==> src/rtl/mem_arbiter.sv <==
// ============================================================================
//  Module      : mem_arbiter
//  Description : Two-requester arbiter in front of one synchronous-read memory
//                port, with round-robin or fixed-priority tie breaking.
//  Revision    : 1.0
// ============================================================================
`default_nettype none

module mem_arbiter #(
    parameter int DATA_W     = 8,
    parameter int ADDR_W     = 8,
    parameter int FIXED_PRIO = 0
) (
    input  logic              i_clk,
    input  logic              i_rstn,
    input  logic              i_r0_req,
    input  logic              i_r1_req,
    input  logic              i_r0_we,
    input  logic              i_r1_we,
    input  logic [ADDR_W-1:0] i_r0_addr,
    input  logic [ADDR_W-1:0] i_r1_addr,
    input  logic [DATA_W-1:0] i_r0_wdata,
    input  logic [DATA_W-1:0] i_r1_wdata,
    output logic              o_r0_gnt,
    output logic              o_r1_gnt,
    output logic              o_r0_rvalid,
    output logic              o_r1_rvalid,
    output logic [DATA_W-1:0] o_r0_rdata,
    output logic [DATA_W-1:0] o_r1_rdata,
    output logic [ADDR_W-1:0] o_mem_addr,
    output logic [DATA_W-1:0] o_mem_data_write,
    output logic              o_mem_write_enable,
    input  logic [DATA_W-1:0] i_mem_data_read,
    output logic              o_busy
);

    typedef enum logic [1:0] {
        IDLE      = 2'd0,
        ACCESS    = 2'd1,
        READ_WAIT = 2'd2
    } state_t;

    state_t              r_state;
    logic                r_win;
    logic                r_last;
    logic                r_we;
    logic [ADDR_W-1:0]   r_addr;
    logic [DATA_W-1:0]   r_wdata;
    logic                r_gnt0;
    logic                r_gnt1;
    logic                r_rv0;
    logic                r_rv1;
    logic                r_mem_we;

    logic                w_pick_r1;
    logic                w_sel_we;
    logic [ADDR_W-1:0]   w_sel_addr;
    logic [DATA_W-1:0]   w_sel_wdata;

    // On a tie, round-robin favours whoever was not granted last; r_last resets to 1
    always_comb begin
        w_pick_r1 = 1'b0;
        if (i_r0_req && i_r1_req) begin
            w_pick_r1 = (FIXED_PRIO == 0) && !r_last;
        end else begin
            w_pick_r1 = i_r1_req;
        end
    end

    always_comb begin
        w_sel_we    = w_pick_r1 ? i_r1_we    : i_r0_we;
        w_sel_addr  = w_pick_r1 ? i_r1_addr  : i_r0_addr;
        w_sel_wdata = w_pick_r1 ? i_r1_wdata : i_r0_wdata;
    end

    always_ff @(posedge i_clk or negedge i_rstn) begin
        if (!i_rstn) begin
            r_state  <= IDLE;
            r_win    <= 1'b0;
            r_last   <= 1'b1;
            r_we     <= 1'b0;
            r_addr   <= '0;
            r_wdata  <= '0;
            r_gnt0   <= 1'b0;
            r_gnt1   <= 1'b0;
            r_rv0    <= 1'b0;
            r_rv1    <= 1'b0;
            r_mem_we <= 1'b0;
        end else begin
            r_gnt0   <= 1'b0;
            r_gnt1   <= 1'b0;
            r_rv0    <= 1'b0;
            r_rv1    <= 1'b0;
            r_mem_we <= 1'b0;
            case (r_state)
                IDLE: begin
                    if (i_r0_req || i_r1_req) begin
                        r_win    <= w_pick_r1;
                        r_last   <= w_pick_r1;
                        r_we     <= w_sel_we;
                        r_addr   <= w_sel_addr;
                        r_wdata  <= w_sel_wdata;
                        r_gnt0   <= !w_pick_r1;
                        r_gnt1   <= w_pick_r1;
                        r_mem_we <= w_sel_we;
                        r_state  <= ACCESS;
                    end
                end
                ACCESS: begin
                    if (r_we) begin
                        r_state <= IDLE;
                    end else begin
                        r_rv0   <= !r_win;
                        r_rv1   <= r_win;
                        r_state <= READ_WAIT;
                    end
                end
                READ_WAIT: begin
                    r_state <= IDLE;
                end
                default: begin
                    r_state <= IDLE;
                end
            endcase
        end
    end

    assign o_r0_gnt           = r_gnt0;
    assign o_r1_gnt           = r_gnt1;
    assign o_r0_rvalid        = r_rv0;
    assign o_r1_rvalid        = r_rv1;
    assign o_r0_rdata         = r_rv0 ? i_mem_data_read : '0;
    assign o_r1_rdata         = r_rv1 ? i_mem_data_read : '0;
    assign o_mem_addr         = r_addr;
    assign o_mem_data_write   = r_wdata;
    assign o_mem_write_enable = r_mem_we;
    assign o_busy             = (r_state != IDLE);

endmodule

`default_nettype wire

==> config.mk <==
export PLATFORM = sky130hd
export DESIGN_NAME = mem_arbiter
export DESIGN_NICKNAME = d
export VERILOG_FILES = /design/src/rtl/mem_arbiter.sv
export SDC_FILE = /design/constraint.sdc
export NUM_CORES = 1
export LEC_CHECK = 0
export CAP_MARGIN = 20
export CORE_UTILIZATION = 54
export DETAILED_ROUTE_END_ITERATION = 10
export DONT_BUFFER_PORTS = 1
export PLACE_DENSITY = 0.74
export SLEW_MARGIN = 15
export SYNTH_ARGS = -nofsm -noshare
export SYNTH_HDL_FRONTEND = slang
export SYNTH_SLANG_ARGS = --single-unit
==> constraint.sdc <==
create_clock -name i_clk -period 1.6 [get_ports i_clk]
set_clock_uncertainty 0.15 [all_clocks]
set_input_delay 0.08 -clock i_clk [delete_from_list [all_inputs] [get_ports i_clk]]
set_output_delay 0.08 -clock i_clk [all_outputs]
set_load 0.01 [all_outputs]
After elaboration in Yosys (flattened, before gate mapping)

Index checks and enable logic that the tools add are counted.

Multiplexer cells: 19
Add/sub/neg operators: 0
Bitwise logic cells: 0
Reduce and logical (&&, ||, !) cells: 8
Magnitude comparators: 0
Shift-type cells: 0
Multiply operators: 0
Eq/ne operators: 2
Divide/modulo/power cells: 0

Operators with widths:

| cell                                                | number |
|---|---|
| two-way mux 8 bit                                   | 4 |
| two-way mux 1 bit                                   | 12 |
| two-way mux 2 bit                                   | 2 |
| case mux 2 bit (2 select lines)                     | 1 |
| logical NOT 1 bit                                   | 3 |
| equality test 2 x 1 -> 1 bit, second input constant | 1 |
| logical NOT 2 bit                                   | 1 |
| != test 2 bit, second input constant                | 1 |
| AND reduction 2 bit                                 | 1 |
| nonzero test 2 bit                                  | 1 |
| logical AND 1 bit                                   | 1 |
| logical OR 1 bit                                    | 1 |

Register bits after elaboration: 26
Bits in read-only memories: 0
Bits in writable memories: 0
Output and inout port bits: 38
Bits in latches: 0
Input bits: 46
Memories kept: 0

Longest topological paths before layout

Word-level depth: 5
Depth in mapped cells: 5
Gate-level depth less buffers: 4

Least setup slack after synthesis

No wires, ideal clock.

Path type: reg2reg
Start point: register r_state[1]
End point: register r_addr[7], in the netlist o_mem_addr[7]
Required time: 1.324 ns
Cell stages (with the launch flop): 6
Setup slack: 0.095 ns
Clock period less this slack: 1.505 ns
Path buffers: 1
Arrival: 1.230 ns
Cells stage by stage: dfrtp_1 -> nor2_1 -> inv_1 -> clkbuf_1 -> o21a_1 -> a221o_1

Longest elaborated chain between the ends: 2

Ends and longest elaborated chain:

| item                          | line | text |
|---|---|---|
| start, declared               | 43   | `state_t r_state;` |
| start signal, assigned        | 78   | `r_state <= IDLE;` |
| start signal, assigned        | 106  | `r_state <= ACCESS;` |
| start signal, assigned        | 111  | `r_state <= IDLE;` |
| logical NOT 2 bit             | 95   | `case (r_state)` |
| AND reduction 2 bit (no line) | --   |  |
| end signal, assigned          | 101  | `r_addr <= w_sel_addr;` |
| end, declared                 | 47   | `logic [ADDR_W-1:0] r_addr;` |

Every way passes these cells.
A chain may end at the register's enable or synchronous reset.

Worst setup path in the final report

Start point: register r_state[1]
End point: register r_addr[3], in the netlist o_mem_addr[3]

The elaborated chain is that of the path after synthesis.

==> flow_summary.yaml <==
synthesis:
  synth_top_cell_area_share_pct: 52.3
  yosysWarnings: 0
  synth_most_common_cell: "dfrtp_1"
  synth_cells: 100
  synth_area_per_cell_um2: 12.0
  synth.yosys.seq_area_share_pct: 54.5
  syn_area_mm2: 0.00120
  yosys_register_bits: 26
  synth_adder_area_share_pct: 0
  synthTopCellsByArea: "dfrtp_1, o21a_1, and2_1"
  synth-compound-area-share_pct: 27.5
  synth_mux_area_share_pct: 0
  synth_top_cell_by_area: "dfrtp_1"
  synth_ff_type: "dfrtp_1"
  synth_top_family_by_area: "compound AO/OA/AOI/OAI gates"
  synth_fp_nets: 146
  ys_async_sr_fraction_pct: 100
  synth-edff-count: 0
  synth-xor-area-share_pct: 0
  yosysUniqueCellTypes: 21
  synthSimpleGateAreaFrac_pct: 13.4
  synth_common_cells: "dfrtp_1, and2_1, o21a_1"
die:
  die_x_um: 49.1
  core_area_mm2: 0.00202
  die_h_um: 49.1
  initial_core_util_pct: 59.2
  die_area_mm2: 0.00241
  placementRows: 16
  io_pins: 84
routing:
  route.detailed.drc: 0
  vias: 1042
  wl_mm: 3.23
  ant_nets: 0
  first_pass_iters: 4
  wl_per_cell_um: 19.3
  via_per_inst: 6.24
  drtIter0Drc: 31
final_layout:
  seqCellArea_um2: 652
  fin_nets: 187
  drive_gt1_share_pct: 16.4
  diodes: 0
  multiInputGateArea_um2: 492
  instances_no_fill: 167
  final_area_mm2: 0.00166
  nFillCells: 110
  syn_to_final_growth_pct: 39.1
clocking:
  cts_buffer_depth: 2
  cts_tree: "built"
  cts_root_buffer: "clkbuf_4"
  postCtsSetupBuffers: 0
  clock-sinks: 26
  cts-buffers-inserted: 3
  clk_pin_slew_ps: 130
  cts_max_level: 1
  clk_latency_ps: 310
global_route:
  grt_pass1_wl_mm: 5.02
  grt_start_max_net_pins: 27
  grt_util_all_layers_pct: 28.6
  antenna_found_initial: 0
  grt.overflow.total: 0
  grt_pass1_vias: 1117
pwr:
  p_int_uw: 1760
  vdd_drop_max_mv: 1.33
  power_density_mw_per_mm2: 1720
  p_leak_uw: 0.000737
  p_sw_share_pct: 38.6
  pwr-share-comb_pct: 42.5
  seq_power_share_pct: 46.2
  power_frac_clock_pct: 11.3
  net-switching-power_uw: 1100
  power_uw: 2860
setup_path:
  cp-startpoint: "r_state[1]"
  crit_chain: "nor2_2, inv_1, buf_12, o21a_1, a221o_2"
  critical_path_required_ps: 1670
  r2r-start: "r_state[1]"
  worstSetupPathType: "flip-flop to flip-flop"
  slowest_stage: "dfrtp_1"
  cp.arrival_ps: 1640
  cp_max_fo: 11
  slowest_delay_ps: 410
  start_kind: "flip-flop"
  setup.worst_path.end_class: "flip-flop"
hold_path:
  holdCritStartpoint: "i_r1_req"
  hold_class: "input port to flip-flop"
sta:
  worst_pin_slew_ps: 335
  timing.final.crit_period_ps: 1580
  fin_crit_sh_pct: 98.6
  maxSlewHeadroom_pct: 77.6
  worst_slack_ps: 22.4
  setup_viol: 0
  slew_viol_final: 0
  fmax_mhz: 634
  finalHoldViolations: 0
  fin_tns_setup_ps: 0
place:
  placedCellCount: 125
  pre_cts_slack_ps: -3.08
  place_area_mm2: 0.00123
  hpwl_mm: 1.92
  gp_congestion: 0.654
  port_buffers: 0
job:
  timing.max_cap.violations: 0
status:
  outcome: "finished clean"
[cell type report]
type / count / share of cell area [%]
Multi-Input combinational cell: 65 / 29.5
Tap cell: 27 / 2.03
Sequential cell: 26 / 39.2
Timing Repair Buffer: 43 / 26.5
Inverter: 2 / 0.602
Clock buffer: 4 / 2.18
[registers in the layout, summed over array words and instances (netlist names)]
signal and cells:
o_r0_rvalid 1, o_r0_gnt 1, r_last 1, r_win 1, r_state 2, r_we 1
o_r1_gnt 1, o_mem_data_write 8, o_mem_addr 8, o_r1_rvalid 1, o_mem_write_enable 1
[cells in the final DEF, fill, tap and decap left out]
cell,instances
inv_1,1
nand2_1,3
nor2b_1,1
o21a_1,17
nand2b_1,1
nor3b_1,1
and2_1,17
dlygate4sd3_1,37
inv_4,1
buf_4,4
clkbuf_8,1
nor2_2,1
dfstp_2,1
a221o_1,8
a22o_2,1
buf_12,2
nor2_1,2
clkbuf_4,3
o21ai_0,2
a221o_2,9
and3_1,1
dfrtp_1,25
nand3_1,1
[critical path, delay by kind of cell (launching register included)]
family,cells,cell delay [ps]
compound gates,2,500
flops,1,410
simple gates,1,160
buf+inv,2,260
[final timing paths]
path | depth (start not counted) | slack, ps | endpoint
worst max-delay path | 5 | 20 | o_mem_addr[3]
worst min-delay path | 3 | 50 | o_r0_gnt
worst max register to register | 5 | 20 | o_mem_addr[3]
worst min register to register | 1 | 310 | o_r0_rvalid
max in group asynchronous | 2 | 1010 | r_last
min in group asynchronous | 2 | 70 | o_mem_addr[4]
[power groups by stage]
stage	registers, uW	logic (uW)	clock network [uW]
5_1_grt	1360	1310	353
3_5_place_dp	1320	1090	0
2_1_floorplan	1250	869	0
3_3_place_gp	1310	1030	0
6_report	1320	1220	325
4_1_cts	1310	1180	336
[per-layer routing]
layer / GRT usage, % / vias up / wire, um
met2: 52.7 / 79 / 1730
li1: - / 453 / -
met4: 13.7 / 0 / 92
met3: 7.17 / 10 / 230
met1: 29.7 / 500 / 1180
met5: 0 / - / 0
[cells by family after synthesis]
logic type,Yosys count
flip-flops,26
AO/OA/AOI/OAI,37
buffers and inverters,9
AND/OR/NAND/NOR,28
[through the flow]
step	utilization, %	hold WS [ps]
global placement	61.0	-365
floorplan	-	-366
finish	82.3	52.9
global route	82.3	53.7
detailed placement	61.0	-365
CTS	82.2	7.83
[what timing repair did]
action | CTS | global route
setup endpoints to repair | 2 | 9
gates resized for setup | 1 | 2
gates cloned | 0 | 0
hold buffers | 38 | 0
endpoints found under the hold margin | 49 | 0
No activity file was read; power rests on OpenSTA's default activity.
